### src/rtl/uart_pkg.sv
// Shared definitions for the UART tap: command encodings, error code and FSM states.
package uart_pkg;

   localparam logic [7:0] CMD_NOP   = 8'd0;
   localparam logic [7:0] CMD_READ  = 8'd1;
   localparam logic [7:0] CMD_WRITE = 8'd2;
   localparam logic [7:0] CMD_RESET = 8'd3;
   localparam logic [7:0] ERR_CODE  = 8'hFF;

   typedef enum logic [2:0] {
      IDLE, DECODE, RX_DATA, WR_REQ, RD_REQ, TX_HDR, TX_DATA, ERR
   } uart_state_t;

   function automatic int nbytes(input int w);
      return (w + 7) / 8;
   endfunction

endpackage

### src/rtl/uart_tap_shift.sv
// Byte-wide shift register: LSB-first shift-in of write payload, parallel load and
// LSB-first shift-out of read data.
module uart_tap_shift #(
   parameter int WIDTH = 64
) (
   input  logic             CLK_I,
   input  logic             RST_I,
   input  logic             load,
   input  logic             shift_in,
   input  logic             shift_out,
   input  logic [WIDTH-1:0] load_data,
   input  logic [7:0]       byte_in,
   output logic [WIDTH-1:0] data,
   output logic [7:0]       byte_out
);

   localparam int SW = ((WIDTH + 7) / 8) * 8;

   logic [SW-1:0] sreg;

   // Bytes enter at the top so the first received byte ends up in bits [7:0].
   always_ff @(posedge CLK_I or posedge RST_I) begin
      if (RST_I)          sreg <= '0;
      else if (load)      sreg <= SW'(load_data);
      else if (shift_in)  sreg <= (sreg >> 8) | (SW'(byte_in) << (SW - 8));
      else if (shift_out) sreg <= sreg >> 8;
   end

   assign data     = sreg[WIDTH-1:0];
   assign byte_out = sreg[7:0];

endmodule

### src/rtl/uart_tap_mc.sv
// UART-to-register tap: decodes command bytes from an RX FIFO into channel reads/writes.
// Optional payload timeout enabled by defining UART_TAP_TIMEOUT_EN.
module uart_tap_mc import uart_pkg::*; #(
   parameter int WIDTH   = 64,
   parameter int ADDR_W  = 5,
   parameter int NCH     = 4,
   parameter int TIMEOUT = 1024
) (
   input  logic              CLK_I,
   input  logic              RST_I,
   output logic              READ_O,
   input  logic [7:0]        DATA_REC_I,
   input  logic              RX_EMPTY_I,
   input  logic              CMD_REC_I,
   input  logic              TX_READY_I,
   output logic              WRITE_O,
   output logic [7:0]        DATA_SEND_O,
   output logic              SEND_COMMAND_O,
   output logic [7:0]        COMMAND_O,
   output logic [ADDR_W-1:0] WRITE_ADDRESS_O,
   output logic [WIDTH-1:0]  WRITE_DATA_O,
   output logic              WRITE_VALID_O,
   input  logic              WRITE_READY_I,
   output logic [ADDR_W-1:0] READ_ADDRESS_O,
   input  logic [WIDTH-1:0]  READ_DATA_I,
   input  logic              READ_VALID_I,
   output logic              READ_READY_O,
   output logic              HARD_RESET_O,
   output logic [7:0]        ERR_COUNT_O
);

   localparam int         NB   = nbytes(WIDTH);
   localparam logic [8:0] LAST = 9'(NB - 1);

   if (WIDTH < 8 || WIDTH > 256 || NCH < 1 || TIMEOUT < 1) begin : g_param_chk
      $error("uart_tap_mc: parameter out of range");
   end

   uart_state_t       state, nxt;
   logic [7:0]        cmd_q, err_q, cmd_f, tx_byte;
   logic [ADDR_W-1:0] addr_q;
   logic [8:0]        cnt;
   logic              pop, latch, sh_in, sh_out, ld, err_inc, cnt_clr, cnt_inc;
   logic              addr_ok, timeout;

   assign cmd_f   = 8'(cmd_q >> ADDR_W);
   assign addr_ok = 32'(cmd_q[ADDR_W-1:0]) < 32'(NCH);

`ifdef UART_TAP_TIMEOUT_EN
   localparam int          TW    = $clog2(TIMEOUT + 1);
   localparam logic [TW-1:0] TLAST = TW'(TIMEOUT - 1);
   logic [TW-1:0] tcnt;

   // Counts consecutive empty cycles while waiting for payload.
   always_ff @(posedge CLK_I or posedge RST_I) begin
      if (RST_I)                             tcnt <= '0;
      else if (state == RX_DATA && RX_EMPTY_I) tcnt <= tcnt + 1'b1;
      else                                   tcnt <= '0;
   end
   assign timeout = (state == RX_DATA) && RX_EMPTY_I && (tcnt == TLAST);
`else
   assign timeout = 1'b0;
`endif

   always_ff @(posedge CLK_I or posedge RST_I) begin
      if (RST_I) begin
         state  <= IDLE;
         cmd_q  <= '0;
         addr_q <= '0;
         cnt    <= '0;
         err_q  <= '0;
      end else begin
         state <= nxt;
         if (latch)                cmd_q  <= DATA_REC_I;
         if (state == DECODE)      addr_q <= cmd_q[ADDR_W-1:0];
         if (cnt_clr)              cnt    <= '0;
         else if (cnt_inc)         cnt    <= cnt + 1'b1;
         if (err_inc && err_q != 8'hFF) err_q <= err_q + 1'b1;
      end
   end

   always_comb begin
      nxt            = state;
      pop            = 1'b0;
      latch          = 1'b0;
      sh_in          = 1'b0;
      sh_out         = 1'b0;
      ld             = 1'b0;
      err_inc        = 1'b0;
      cnt_clr        = 1'b0;
      cnt_inc        = 1'b0;
      WRITE_O        = 1'b0;
      SEND_COMMAND_O = 1'b0;
      COMMAND_O      = 8'h00;
      WRITE_VALID_O  = 1'b0;
      READ_READY_O   = 1'b0;
      HARD_RESET_O   = 1'b0;
      case (state)
         IDLE: if (!RX_EMPTY_I) begin
            pop = 1'b1;
            if (CMD_REC_I) begin
               latch = 1'b1;
               nxt   = DECODE;
            end
         end
         DECODE: begin
            cnt_clr = 1'b1;
            if (!addr_ok) nxt = ERR;
            else case (cmd_f)
               CMD_NOP:   nxt = IDLE;
               CMD_READ:  nxt = TX_HDR;
               CMD_WRITE: nxt = RX_DATA;
               CMD_RESET: begin
                  HARD_RESET_O = 1'b1;
                  nxt          = IDLE;
               end
               default:   nxt = ERR;
            endcase
         end
         RX_DATA: if (!RX_EMPTY_I) begin
            pop = 1'b1;
            // A command byte mid-payload abandons the write and is decoded afresh.
            if (CMD_REC_I) begin
               latch   = 1'b1;
               err_inc = 1'b1;
               nxt     = DECODE;
            end else begin
               sh_in   = 1'b1;
               cnt_inc = 1'b1;
               if (cnt == LAST) nxt = WR_REQ;
            end
         end else if (timeout) begin
            nxt = ERR;
         end
         WR_REQ: begin
            WRITE_VALID_O = 1'b1;
            if (WRITE_READY_I) nxt = IDLE;
         end
         TX_HDR: begin
            SEND_COMMAND_O = 1'b1;
            COMMAND_O      = cmd_q;
            if (TX_READY_I) nxt = RD_REQ;
         end
         RD_REQ: begin
            READ_READY_O = 1'b1;
            if (READ_VALID_I) begin
               ld  = 1'b1;
               nxt = TX_DATA;
            end
         end
         TX_DATA: begin
            WRITE_O = 1'b1;
            if (TX_READY_I) begin
               sh_out  = 1'b1;
               cnt_inc = 1'b1;
               if (cnt == LAST) nxt = IDLE;
            end
         end
         ERR: begin
            SEND_COMMAND_O = 1'b1;
            COMMAND_O      = ERR_CODE;
            if (TX_READY_I) begin
               err_inc = 1'b1;
               nxt     = IDLE;
            end
         end
         default: nxt = IDLE;
      endcase
   end

   uart_tap_shift #(.WIDTH(WIDTH)) u_shift (
      .CLK_I     (CLK_I),
      .RST_I     (RST_I),
      .load      (ld),
      .shift_in  (sh_in),
      .shift_out (sh_out),
      .load_data (READ_DATA_I),
      .byte_in   (DATA_REC_I),
      .data      (WRITE_DATA_O),
      .byte_out  (tx_byte)
   );

   // RX_EMPTY_I can be low during reset; keep the pop strobe quiet then.
   assign READ_O          = pop & ~RST_I;
   assign DATA_SEND_O     = (state == TX_DATA) ? tx_byte : 8'h00;
   assign WRITE_ADDRESS_O = addr_q;
   assign READ_ADDRESS_O  = addr_q;
   assign ERR_COUNT_O     = err_q;

endmodule

### config.mk
export PLATFORM = sky130hd
export DESIGN_NAME = uart_tap_mc
export DESIGN_NICKNAME = d
export VERILOG_FILES = /design/src/rtl/uart_pkg.sv /design/src/rtl/uart_tap_shift.sv /design/src/rtl/uart_tap_mc.sv
export SDC_FILE = /design/constraint.sdc
export NUM_CORES = 1
export LEC_CHECK = 0
export BUFFER_PORTS_ARGS = -buffer_cell sky130_fd_sc_hd__buf_2
export CAP_MARGIN = 0
export CORE_MARGIN = 2
export CORE_UTILIZATION = 35
export DETAILED_ROUTE_END_ITERATION = 10
export GPL_TIMING_DRIVEN = 0
export PLACE_DENSITY = 0.58
export RECOVER_POWER = 25
export SLEW_MARGIN = 20
export SYNTH_ARGS = -nofsm -noshare
export SYNTH_HDL_FRONTEND = slang
export SYNTH_SLANG_ARGS = --single-unit
### constraint.sdc
create_clock -name CLK_I -period 7.73 [get_ports CLK_I]
set_input_delay 0.773 -clock CLK_I [delete_from_list [all_inputs] [get_ports CLK_I]]
set_output_delay 0.773 -clock CLK_I [all_outputs]
set_load 0.03 [all_outputs]
==> impl_metrics.ini <==
[route]
firstDrtPassIters = 4
drt_iter0_drc = 301
antenna_left = 0
dr_total_vias = 4339
wirelength_mm = 14.6
vias_per_cell = 5.29
drc = 0
avgRoutedWirePerCell_um = 17.8

[die]
pin_count = 183
row_count = 42
die_w_um = 119
core_sq_mm = 0.0131
die_area_sq_mm = 0.0143
die_h_um = 119
start_util_pct = 35.5

[cts]
clk_latency_ps = 350
cts_made_buffers = 9
clk_pin_slew_ps = 60
clockRootBuffer = clkbuf_16
cts_tree = done
hold_buffers = 0
htree_levels = 3
post_cts_resized = 0
cts_buffer_depth = 2
cts_setup_buffers = 0
clock_sinks = 97

[yosys]
synth_cell_types = 45
synth_top_area_cell = dfrtp_1
yosys-top-cells-area = dfrtp_1, a221o_1, and3_1
synth_seq_cells = 97
yosysWarningCount = 0
async_flop_share_pct = 100
synth-edff-count = 0
yosys_most_used_dff = dfrtp_1
netlist_instances = 446
synth_area_per_cell_sq_um = 10.5
synth_fp_nets = 527
syn-cell-area_sq_mm = 0.00466
yosysTopAreaCellShare_pct = 52.1
yosysSeqAreaShare_pct = 52.1

[placed_design]
numPortBuffers = 182
dp.final_hpwl_mm = 11.0
dpl_cell_area_sq_mm = 0.00582
place.gp.congestion = 0.818

[status]
failed_checks = max-capacitance violations, max-slew violations
status = complete, but fails checks

[cells_and_area]
nNetsFinal = 721
post_route_cells_drive_above_1_share_pct = 35.6
area_growth_pct = 30.1
stdcell_area_sq_mm = 0.00606

[timing]
clock_skew_ps = 4.69
final-hold-violation-count = 0
drv_slew = 100
relSlewSlack_pct = -107
tns_ps = 0
worst_slew_pin_slew_ps = 3100
timing.fmax_ghz = 0.224
period_minus_slack_ps = 4470
rsz0062_at_grt = no
setup-violations-final = 0
finalCritPeriodShare_pct = 57.8

[power_and_ir_drop]
total_leakage_power_nw = 3.26
vdd_drop_max_mv = 0.208
powerDensity_mw_per_mm2 = 423

[setup_path]
timing_worst_setup_path_type = in2async
cp-start-kind = primary input
worstPathRequired_ps = 7500
r2r-end = u_shift.data[0]$_DFFE_PP0P_
ff2ff_setup_slack_ps = 5270
reg2reg_from = state[0]$_DFFE_PP0P_
critPathMaxFanout = 57
end_kind = async pin
critPathArrivalTime_ps = 4240
r2r_cells = 7

[hold_path]
worstHoldStart = ERR_COUNT_O[5]$_DFFE_PP0P_
min_to = ERR_COUNT_O[5]$_DFFE_PP0P_
min_path_type = reg2reg
worstHoldPathCells = 1

[global_routing]
grt-ovfl-total = 0
grt_pass1_vias = 4237
grt_pass1_wl_mm = 23.0
antenna_found_initial = 3
grt_max_degree = 58
gr-usage-all-layers_pct = 20.7

[flow_run]
maxCapViolations = 2
[stage by stage]
step                      power (mW)  cells  utilization, %  setup WS [ps]  hold WS, ps
after global placement          2.14    804            44.1           3200          481
final                           2.56    821            46.1           3260          490
after detailed placement        2.16    805            44.3           5060          483
after floorplan                 1.75    446               -           4420          458
after global routing            2.72    820            46.1           2350          521
after CTS                       2.58    820            46.3           4800          440
[cells in the final DEF, fill, tap and decap left out, types with 9 or more instances in the layout]
cell type	n
buf_2	191
dfrtp_1	97
nand2_1	53
and3_1	50
a221o_1	49
nand3_1	32
nor2_1	28
clkbuf_1	25
mux2_2	11
and2_1	9
clkbuf_16	9
[report_power, final]
group          total, mW  switching [mW]  internal [mW]
combinational       1.26           0.805          0.452
sequential         0.894           0.191          0.703
clock              0.413           0.189          0.224
total               2.56            1.18           1.38
[synth_stat cells (2+ instances only)]
| cell | count |
|---|---|
| buf_6 | 4 |
| ha_1 | 2 |
| nand3_1 | 32 |
| a211oi_1 | 5 |
| o21ai_0 | 2 |
| xor2_1 | 5 |
| a31oi_1 | 2 |
| nor2b_1 | 2 |
| buf_4 | 5 |
| nor2_1 | 28 |
| dfrtp_1 | 97 |
| mux2_2 | 11 |
| nor4b_1 | 3 |
| inv_1 | 5 |
| nand2b_1 | 2 |
| nor3_1 | 6 |
| clkbuf_1 | 21 |
| buf_2 | 10 |
| nand2_1 | 53 |
| and2_1 | 9 |
| a21oi_1 | 3 |
| o21bai_1 | 3 |
| xnor2_1 | 5 |
| a22oi_1 | 8 |
| nor4_1 | 3 |
| or4_1 | 2 |
| a221o_1 | 49 |
| and3_1 | 50 |
| nor3b_1 | 2 |
| a21o_1 | 2 |
[flip-flops by register name, summed over array words and instances (netlist names)]
signal          cells
READ_ADDRESS_O      5
state               3
ERR_COUNT_O         8
cnt                 9
u_shift.data       64
cmd_q               8
[how the worst max path moves through the flow]
stage                          from                            to  slack [ps]  cells past startpoint
6_report                      RST_I  u_shift.data[34]$_DFFE_PP0P_        3260                      3
5_1_grt                       RST_I  u_shift.data[47]$_DFFE_PP0P_        2350                      3
4_1_cts        state[0]$_DFFE_PP0P_                  HARD_RESET_O        4800                      5
3_5_place_dp              CMD_REC_I            cnt[0]$_DFFE_PP0P_        5060                      8
3_3_place_gp                  RST_I  u_shift.data[26]$_DFFE_PP0P_        3200                      2
2_1_floorplan                 RST_I    ERR_COUNT_O[0]$_DFFE_PP0P_        4420                      1
[kinds of logic (layout without fill, tap and decap cells)]
| logic type | count (synthesis) | after routing | synth area share [%] |
|---|---|---|---|
| and+or+nand+nor | 199 | 199 | 22.2 |
| DFF | 97 | 97 | 52.1 |
| AOI/OAI and AO/OA | 81 | 81 | 15.5 |
| buffers and inverters | 45 | 243 | 4.94 |
| muxes | 12 | 12 | 2.87 |
| xor gates and xnor gates | 10 | 10 | 1.88 |
| adders and majority gates | 2 | 2 | 0.537 |
| other | 0 | 1 | 0 |
[routing by layer]
layer  up-vias  part of all wire [%]  GRT usage, %
met5         -                  0.16             0
met4         4                   1.4          5.51
met3        18                   9.2          7.66
met2       202                    44          31.4
met1      2071                    46          28.1
li1       2044                     -             -
[final cells by class]
cell class,instances,area (sq um)
timing repair buffer,183,913
clock inverter,3,17.5
multi-input combinational,304,2000
fill,1281,7080
antenna,1,2.50
clock buffer,12,246
tap,176,220
buffer,40,211
sequential,97,2430
inverter,5,20.0
[critical path: stages]
cell and delay [ps]:
clkbuf_1 90, clkinvlp_2 1060, clkbuf_1 2270
(Power assumes the default switching activity.)
